--- src/rtl/core_dbg_arbiter.sv ---
// core_dbg_arbiter
//   Round-robin arbiter that lets two requesters (JTAG-side APB debug slave
//   and an on-chip self-debug/monitor master) share one core debug register
//   port. Each requester sees the plain pulse-request / rd_ready-response
//   protocol of the core. Requests are latched per port and granted one at a
//   time. Reads are guarded by a response timeout that returns ERR_DATA.
//
// Ports
//   clk, rst_n                      clock, synchronous active-low reset
//   mX_req/wr_rd/addr/wdata         requester X command (X = 0,1), sampled with req
//   mX_rdata, mX_rd_ready           requester X read data and one-cycle valid pulse
//   mX_busy                         requester X has a pending or in-service request
//   core_dbg_req/wr_rd/addr/wdata   downstream command (one transaction per req cycle)
//   core_dbg_rdata, core_dbg_rd_ready  downstream read response
//   timeout_err                     one-cycle pulse when a read times out
module core_dbg_arbiter #(
  parameter int ADDR_WIDTH = 5,
  parameter int DATA_WIDTH = 32,
  parameter int TIMEOUT    = 255,
  parameter logic [DATA_WIDTH-1:0] ERR_DATA = DATA_WIDTH'(32'hDEAD_BEEF)
) (
  input  logic                  clk,
  input  logic                  rst_n,
  input  logic                  m0_req,
  input  logic                  m0_wr_rd,
  input  logic [ADDR_WIDTH-1:0] m0_addr,
  input  logic [DATA_WIDTH-1:0] m0_wdata,
  output logic [DATA_WIDTH-1:0] m0_rdata,
  output logic                  m0_rd_ready,
  output logic                  m0_busy,
  input  logic                  m1_req,
  input  logic                  m1_wr_rd,
  input  logic [ADDR_WIDTH-1:0] m1_addr,
  input  logic [DATA_WIDTH-1:0] m1_wdata,
  output logic [DATA_WIDTH-1:0] m1_rdata,
  output logic                  m1_rd_ready,
  output logic                  m1_busy,
  output logic                  core_dbg_req,
  output logic                  core_dbg_wr_rd,
  output logic [ADDR_WIDTH-1:0] core_dbg_addr,
  output logic [DATA_WIDTH-1:0] core_dbg_wdata,
  input  logic [DATA_WIDTH-1:0] core_dbg_rdata,
  input  logic                  core_dbg_rd_ready,
  output logic                  timeout_err
);

  localparam int CNT_W = $clog2(TIMEOUT + 1);

  typedef enum logic {IDLE, WAIT_RD} state_t;

  state_t state_q, state_d;

  // Per-port request latches
  logic [1:0]            pend_q, pend_d;
  logic [1:0]            lat_wr_rd_q;
  logic [ADDR_WIDTH-1:0] lat_addr_q  [2];
  logic [DATA_WIDTH-1:0] lat_wdata_q [2];

  // Arbitration / read tracking
  logic             last_q, last_d;
  logic             owner_q, owner_d;
  logic [CNT_W-1:0] cnt_q, cnt_d, cnt_inc;

  // Registered outputs
  logic                  core_req_q, core_req_d;
  logic                  core_wr_rd_q, core_wr_rd_d;
  logic [ADDR_WIDTH-1:0] core_addr_q, core_addr_d;
  logic [DATA_WIDTH-1:0] core_wdata_q, core_wdata_d;
  logic [DATA_WIDTH-1:0] rdata_q [2];
  logic [DATA_WIDTH-1:0] rdata_d [2];
  logic [1:0]            rd_ready_q, rd_ready_d;
  logic                  tmo_q, tmo_d;

  // Input bundling
  logic [1:0]            in_req, in_wr_rd;
  logic [ADDR_WIDTH-1:0] in_addr  [2];
  logic [DATA_WIDTH-1:0] in_wdata [2];

  assign in_req      = {m1_req, m0_req};
  assign in_wr_rd    = {m1_wr_rd, m0_wr_rd};
  assign in_addr[0]  = m0_addr;
  assign in_addr[1]  = m1_addr;
  assign in_wdata[0] = m0_wdata;
  assign in_wdata[1] = m1_wdata;

  // Busy covers both the latched request and a read still being serviced.
  logic       in_service;
  logic [1:0] owner_oh;
  logic [1:0] busy;
  logic [1:0] cap;

  assign in_service = (state_q == WAIT_RD);
  assign owner_oh   = owner_q ? 2'b10 : 2'b01;
  assign busy       = pend_q | (owner_oh & {2{in_service}});
  assign cap        = in_req & ~busy;

  // Grant decision: a lone pending port wins; on a tie the port not served last wins.
  logic       grant_vld;
  logic       win;
  logic [1:0] grant_oh;
  logic       win_rd;
  logic       rsp_ok;
  logic       rsp_tmo;
  logic       rsp_done;

  assign grant_vld = (state_q == IDLE) && (|pend_q);
  assign win       = (&pend_q) ? ~last_q : pend_q[1];
  assign grant_oh  = grant_vld ? (win ? 2'b10 : 2'b01) : 2'b00;
  assign win_rd    = ~lat_wr_rd_q[win];
  assign cnt_inc   = cnt_q + CNT_W'(1);
  assign rsp_ok    = in_service && core_dbg_rd_ready;
  assign rsp_tmo   = in_service && !core_dbg_rd_ready && (cnt_inc == CNT_W'(TIMEOUT));
  assign rsp_done  = rsp_ok || rsp_tmo;

  // State register
  always_ff @(posedge clk) begin
    if (!rst_n) state_q <= IDLE;
    else        state_q <= state_d;
  end

  // Next-state logic
  always_comb begin
    state_d = state_q;
    case (state_q)
      IDLE:    if (grant_vld && win_rd) state_d = WAIT_RD;
      WAIT_RD: if (rsp_done)            state_d = IDLE;
      default: state_d = IDLE;
    endcase
  end

  // Output / bookkeeping next values
  always_comb begin
    core_req_d   = grant_vld;
    core_wr_rd_d = core_wr_rd_q;
    core_addr_d  = core_addr_q;
    core_wdata_d = core_wdata_q;
    last_d       = last_q;
    owner_d      = owner_q;
    rd_ready_d   = 2'b00;
    tmo_d        = rsp_tmo;
    rdata_d[0]   = rdata_q[0];
    rdata_d[1]   = rdata_q[1];
    // Leaving WAIT_RD stores at most TIMEOUT, then IDLE clears it: no wrap.
    cnt_d        = in_service ? cnt_inc : '0;
    pend_d       = (pend_q & ~grant_oh) | cap;

    if (grant_vld) begin
      core_wr_rd_d = lat_wr_rd_q[win];
      core_addr_d  = lat_addr_q[win];
      core_wdata_d = lat_wdata_q[win];
      last_d       = win;
      owner_d      = win;
    end

    if (rsp_done) begin
      rd_ready_d       = owner_oh;
      rdata_d[owner_q] = rsp_ok ? core_dbg_rdata : ERR_DATA;
    end
  end

  // Control and output registers
  always_ff @(posedge clk) begin
    if (!rst_n) begin
      pend_q       <= 2'b00;
      last_q       <= 1'b1;
      owner_q      <= 1'b0;
      cnt_q        <= '0;
      core_req_q   <= 1'b0;
      core_wr_rd_q <= 1'b0;
      core_addr_q  <= '0;
      core_wdata_q <= '0;
      rdata_q[0]   <= '0;
      rdata_q[1]   <= '0;
      rd_ready_q   <= 2'b00;
      tmo_q        <= 1'b0;
    end else begin
      pend_q       <= pend_d;
      last_q       <= last_d;
      owner_q      <= owner_d;
      cnt_q        <= cnt_d;
      core_req_q   <= core_req_d;
      core_wr_rd_q <= core_wr_rd_d;
      core_addr_q  <= core_addr_d;
      core_wdata_q <= core_wdata_d;
      rdata_q[0]   <= rdata_d[0];
      rdata_q[1]   <= rdata_d[1];
      rd_ready_q   <= rd_ready_d;
      tmo_q        <= tmo_d;
    end
  end

  // Command fields are only consumed while pend_q is set, so they need no reset.
  always_ff @(posedge clk) begin
    for (int i = 0; i < 2; i++) begin
      if (cap[i]) begin
        lat_wr_rd_q[i] <= in_wr_rd[i];
        lat_addr_q[i]  <= in_addr[i];
        lat_wdata_q[i] <= in_wdata[i];
      end
    end
  end

  assign m0_busy        = busy[0];
  assign m1_busy        = busy[1];
  assign m0_rdata       = rdata_q[0];
  assign m1_rdata       = rdata_q[1];
  assign m0_rd_ready    = rd_ready_q[0];
  assign m1_rd_ready    = rd_ready_q[1];
  assign core_dbg_req   = core_req_q;
  assign core_dbg_wr_rd = core_wr_rd_q;
  assign core_dbg_addr  = core_addr_q;
  assign core_dbg_wdata = core_wdata_q;
  assign timeout_err    = tmo_q;

endmodule

--- config.mk ---
export PLATFORM = sky130hd
export DESIGN_NAME = core_dbg_arbiter
export DESIGN_NICKNAME = d
export VERILOG_FILES = /design/src/rtl/core_dbg_arbiter.sv
export SDC_FILE = /design/constraint.sdc
export NUM_CORES = 1
export LEC_CHECK = 0
export CAP_MARGIN = 20
export CORE_MARGIN = 2
export CORE_UTILIZATION = 33
export CTS_CLUSTER_DIAMETER = 60
export DETAILED_ROUTE_END_ITERATION = 10
export GPL_TIMING_DRIVEN = 1
export PLACE_DENSITY = 0.64
export SETUP_SLACK_MARGIN = 0.2
export SLEW_MARGIN = 20
export SYNTH_ARGS = -nofsm -noshare
export SYNTH_HDL_FRONTEND = slang
export SYNTH_SLANG_ARGS = --single-unit
--- constraint.sdc ---
create_clock -name clk -period 5.4 [get_ports clk]
set_clock_uncertainty 0.2 [all_clocks]
set_input_delay 0.54 -clock clk [delete_from_list [all_inputs] [get_ports clk]]
set_output_delay 0.54 -clock clk [all_outputs]
set_load 0.1 [all_outputs]
==> out/qor.tcl <==
set qor(outcome) {finished, final reports clean}
set qor(ir_drop_mv) 0.184
set qor(drt_first_iter_violations) 491
set qor(startpoint_type) {flip-flop}
set qor(globalRouteTotalUtil_pct) 16.9
set qor(clk_transition_reported_paths_ns) 0.08
set qor(final.setup.tns_ns) 0
set qor(count_of_maximum_capacitance_violations) 0
set qor(row_count) 54
set qor(cp_slowest_stage_delay_ns) 1.13
set qor(final_max_slew_viol_count) 0
set qor(p_leak_nw) 3.57
set qor(worstMarginPinSlew_ns) 1.12
set qor(die_w_um) 154
set qor(coreArea_sq_mm) 0.0219
set qor(drc) 0
set qor(area_added_between_synthesis_and_finish_pct) 40.8
set qor(tritoncts_clock_tree) {built}
set qor(first_pass_grt_wire_length_mm) 31.6
set qor(cts_root_buf) {sky130_fd_sc_hd__clkbuf_16}
set qor(crit_fanout) 83
set qor(cts.hold.buffers_added) 0
set qor(hold_path_class) {flip-flop to flip-flop}
set qor(post-cts-setup-buffers) 0
set qor(period_share_pct) 63.7
set qor(grt_start_max_net_pins) 84
set qor(mappedNetlistArea_sq_mm) 0.00739
set qor(numCtsBuffers) 17
set qor(synth.ff_latch_count) 195
set qor(clock.fmax_ghz) 0.291
set qor(power_frac_clock_pct) 33.3
set qor(grt_overflow_total) 0
set qor(starting_density_of_the_core_pct) 33.8
set qor(count_of_mapped_cells_out_of_synthesis) 660
set qor(finalCriticalPeriod_ns) 3.44
set qor(crit_slowest_cell) {sky130_fd_sc_hd__clkdlybuf4s50_1}
set qor(num_antenna_cells) 0
set qor(layout_common_cells) {sky130_fd_sc_hd__clkdlybuf4s50_1 (219), sky130_fd_sc_hd__dfxtp_1 (118), sky130_fd_sc_hd__nor2_1 (99)}
set qor(slew_headroom_pct) 25.6
set qor(power_density_mw_per_mm2) 372
set qor(area_of_combinational_cells_with_multiple_inputs_sq_mm) 0.00246
set qor(cts_repair_resize_count) 0
set qor(synthesis.yosys.warnings) 0
set qor(die-area_sq_mm) 0.0236
set qor(worstPathArrival_ns) 2.70
set qor(crit_path_kind) {flip-flop to primary output}
set qor(ctsHtreeMaxLevel) 4
set qor(dieHeight_um) 154
set qor(detailroute.via_count) 5919
set qor(end_kind) {primary output}
set qor(finalSetupViolCount) 0
set qor(post_synthesis_net_count) 775
set qor(grt_pass1_vias) 5671
set qor(post_drt_via_cell_ratio) 5.18
set qor(critical-path-top-delay-family) {buffers and inverters}
set qor(numClockSinks) 195
set qor(power_switching_share_pct) 34.6
set qor(nets) 964
set qor(crit_chain) {buf_4 -> a21oi_1 -> inv_1 -> clkdlybuf4s50_1}
set qor(layout.cells.most_common) {sky130_fd_sc_hd__clkdlybuf4s50_1}
set qor(synth-seq-area-share_pct) 63.1
set qor(clock_path_buffers) 2
set qor(fillerInstances) 2022
set qor(finalHoldViolations) 0
set qor(ys_types) 47
set qor(power.combinational.fraction_pct) 22.8
set qor(worst_skew_pair.late_latency_ns) 0.43
set qor(netSwitchingPower_mw) 1.34
set qor(routed_wire_length_per_instance_um) 17.6
set qor(final_core_util_pct) 47.5
set qor(globalplace.congestion) 0.734
set qor(antenna_violating_nets_post_route) 0
set qor(syn_area_per_cell_sq_um) 11.2
set qor(seq_power_share_pct) 43.9
set qor(power.internal_mw) 2.54
set qor(cp_data_required_time_ns) 4.66
set qor(buffer_ports.inserted) 220
set qor(dp_hpwl_mm) 12.9
set qor(design.portCount) 221
set qor(unrepaired_setup_endpoints_after_global_routing) {no}
set qor(critPathBufInv) 3
set qor(total_power_mw) 3.88
set qor(sequential_cell_area_sq_mm) 0.00467
set qor(final_layout_size_suffix_gt1_share_pct) 6.73
set qor(grt_antenna_before_repair) 0
set qor(first_pass_iters) 6
set qor(route.final.wire_length_mm) 20.2
[final timing paths]
path / startpoint / depth (start not counted) / slack, ns / end
setup / recovery: owner_q$_SDFFE_PN0P_ / 4 / 1.96 / m1_busy
hold / removal: rdata_q[0][56]$_SDFFE_PN0P_ / 2 / 0.28 / rdata_q[0][56]$_SDFFE_PN0P_
setup reg to reg: owner_q$_SDFFE_PN0P_ / 4 / 2.96 / lat_wdata_q[0][20]$_DFFE_PP_
hold reg to reg: rdata_q[0][56]$_SDFFE_PN0P_ / 2 / 0.28 / rdata_q[0][56]$_SDFFE_PN0P_
[flip-flops by register name, summed over array words and instances, names as in the netlist]
name	cells
rd_ready_q	2
core_dbg_req	1
timeout_err	1
lat_wdata_q	64
core_dbg_wr_rd	1
lat_addr_q	10
lat_wr_rd_q	2
in_service	1
owner_q	1
last_q	1
core_dbg_wdata	32
rdata_q	64
cnt_q	8
core_dbg_addr	5
pend_q	2
[metrics by stage]
step                std cells  worst slack [ns]  instance area (sq um)  hold WS [ns]
floorplan                 660              3.15                   7390         0.260
global placement         1109              2.34                   9750         0.263
detailed placement       1109              2.36                   9750         0.274
CTS                      1141              1.88                  10400         0.286
global route             1142              1.78                  10400         0.319
finish                   1142              1.96                  10400         0.283
[final cells by class]
cell class,count,share of cell area [%]
Inverter,8,0.289
Multi-Input combinational cell,399,23.6
Timing Repair Buffer,228,21.9
Sequential cell,195,44.8
Clock inverter,15,1.91
Tap cell,280,3.37
Clock buffer,17,4.09
[synth_stat cells (all sizes together)]
cell type    n  area share [%]
clkinv       1           0.051
nand4        1           0.085
clkbuf      45             2.3
a211oi       2            0.27
edfxtp      76              31
nand2b       3            0.25
a22oi        8            0.81
nor4b        1            0.20
o21a         1            0.10
o211ai      23             2.3
nor2b        2            0.17
or3         25             2.1
a222oi      37             5.0
nand2       10            0.51
and3         8            0.68
ha           2            0.34
o21ba        1            0.14
o311a        1            0.29
nand3       19             1.4
a21boi       1            0.10
a22o         1            0.12
xnor2        3            0.36
o22ai        9            0.76
or2          1           0.085
o221ai       1            0.12
buf         13             1.4
a21o         1            0.10
o32a         1            0.14
o21ai       36             2.4
o21bai       1            0.10
nor2       100             5.1
nor4         1            0.29
o311ai       1            0.36
xor2         1            0.12
and2         3            0.25
nor3         3            0.20
o2111a       1            0.15
dfxtp      119              32
o31a        24             2.8
a21bo        1            0.14
inv          7            0.36
a21oi       65             4.4
[per-layer routing]
| metal | wire (um) | GRT usage [%] | part of all wire (%) |
|---|---|---|---|
| met2 | 9550 | 26.6 | 47 |
| met5 | 0 | 0 | 0 |
| met4 | 141 | 4.02 | 0.70 |
| met1 | 8670 | 21.7 | 43 |
| met3 | 1790 | 6.88 | 8.9 |
[power groups by stage]
| stage | sequential, mW | combinational, mW | clock (mW) |
|---|---|---|---|
| 2_1_floorplan | 2.10 | 0.234 | 0 |
| 3_3_place_gp | 1.73 | 0.876 | 0 |
| 3_5_place_dp | 1.73 | 0.881 | 0 |
| 4_1_cts | 1.70 | 0.883 | 1.32 |
| 5_1_grt | 1.71 | 0.933 | 1.39 |
| 6_report | 1.70 | 0.884 | 1.29 |
[worst reg2reg max path, stage by stage, from the launching register on]
cell                      delay, ns
sky130_fd_sc_hd__dfxtp_2       0.33
sky130_fd_sc_hd__inv_1         0.03
sky130_fd_sc_hd__buf_4         0.24
sky130_fd_sc_hd__a21oi_1       0.36
sky130_fd_sc_hd__and2_2        0.88
[logic make-up after synthesis]
kind of cell / synth area share, %
compound gates: 20.7
flops: 63.1
simple gates: 11.3
buf+inv: 4.06
xor+xnor: 0.474
fa+ha+maj: 0.339
Power figures use the tool's default switching activity.
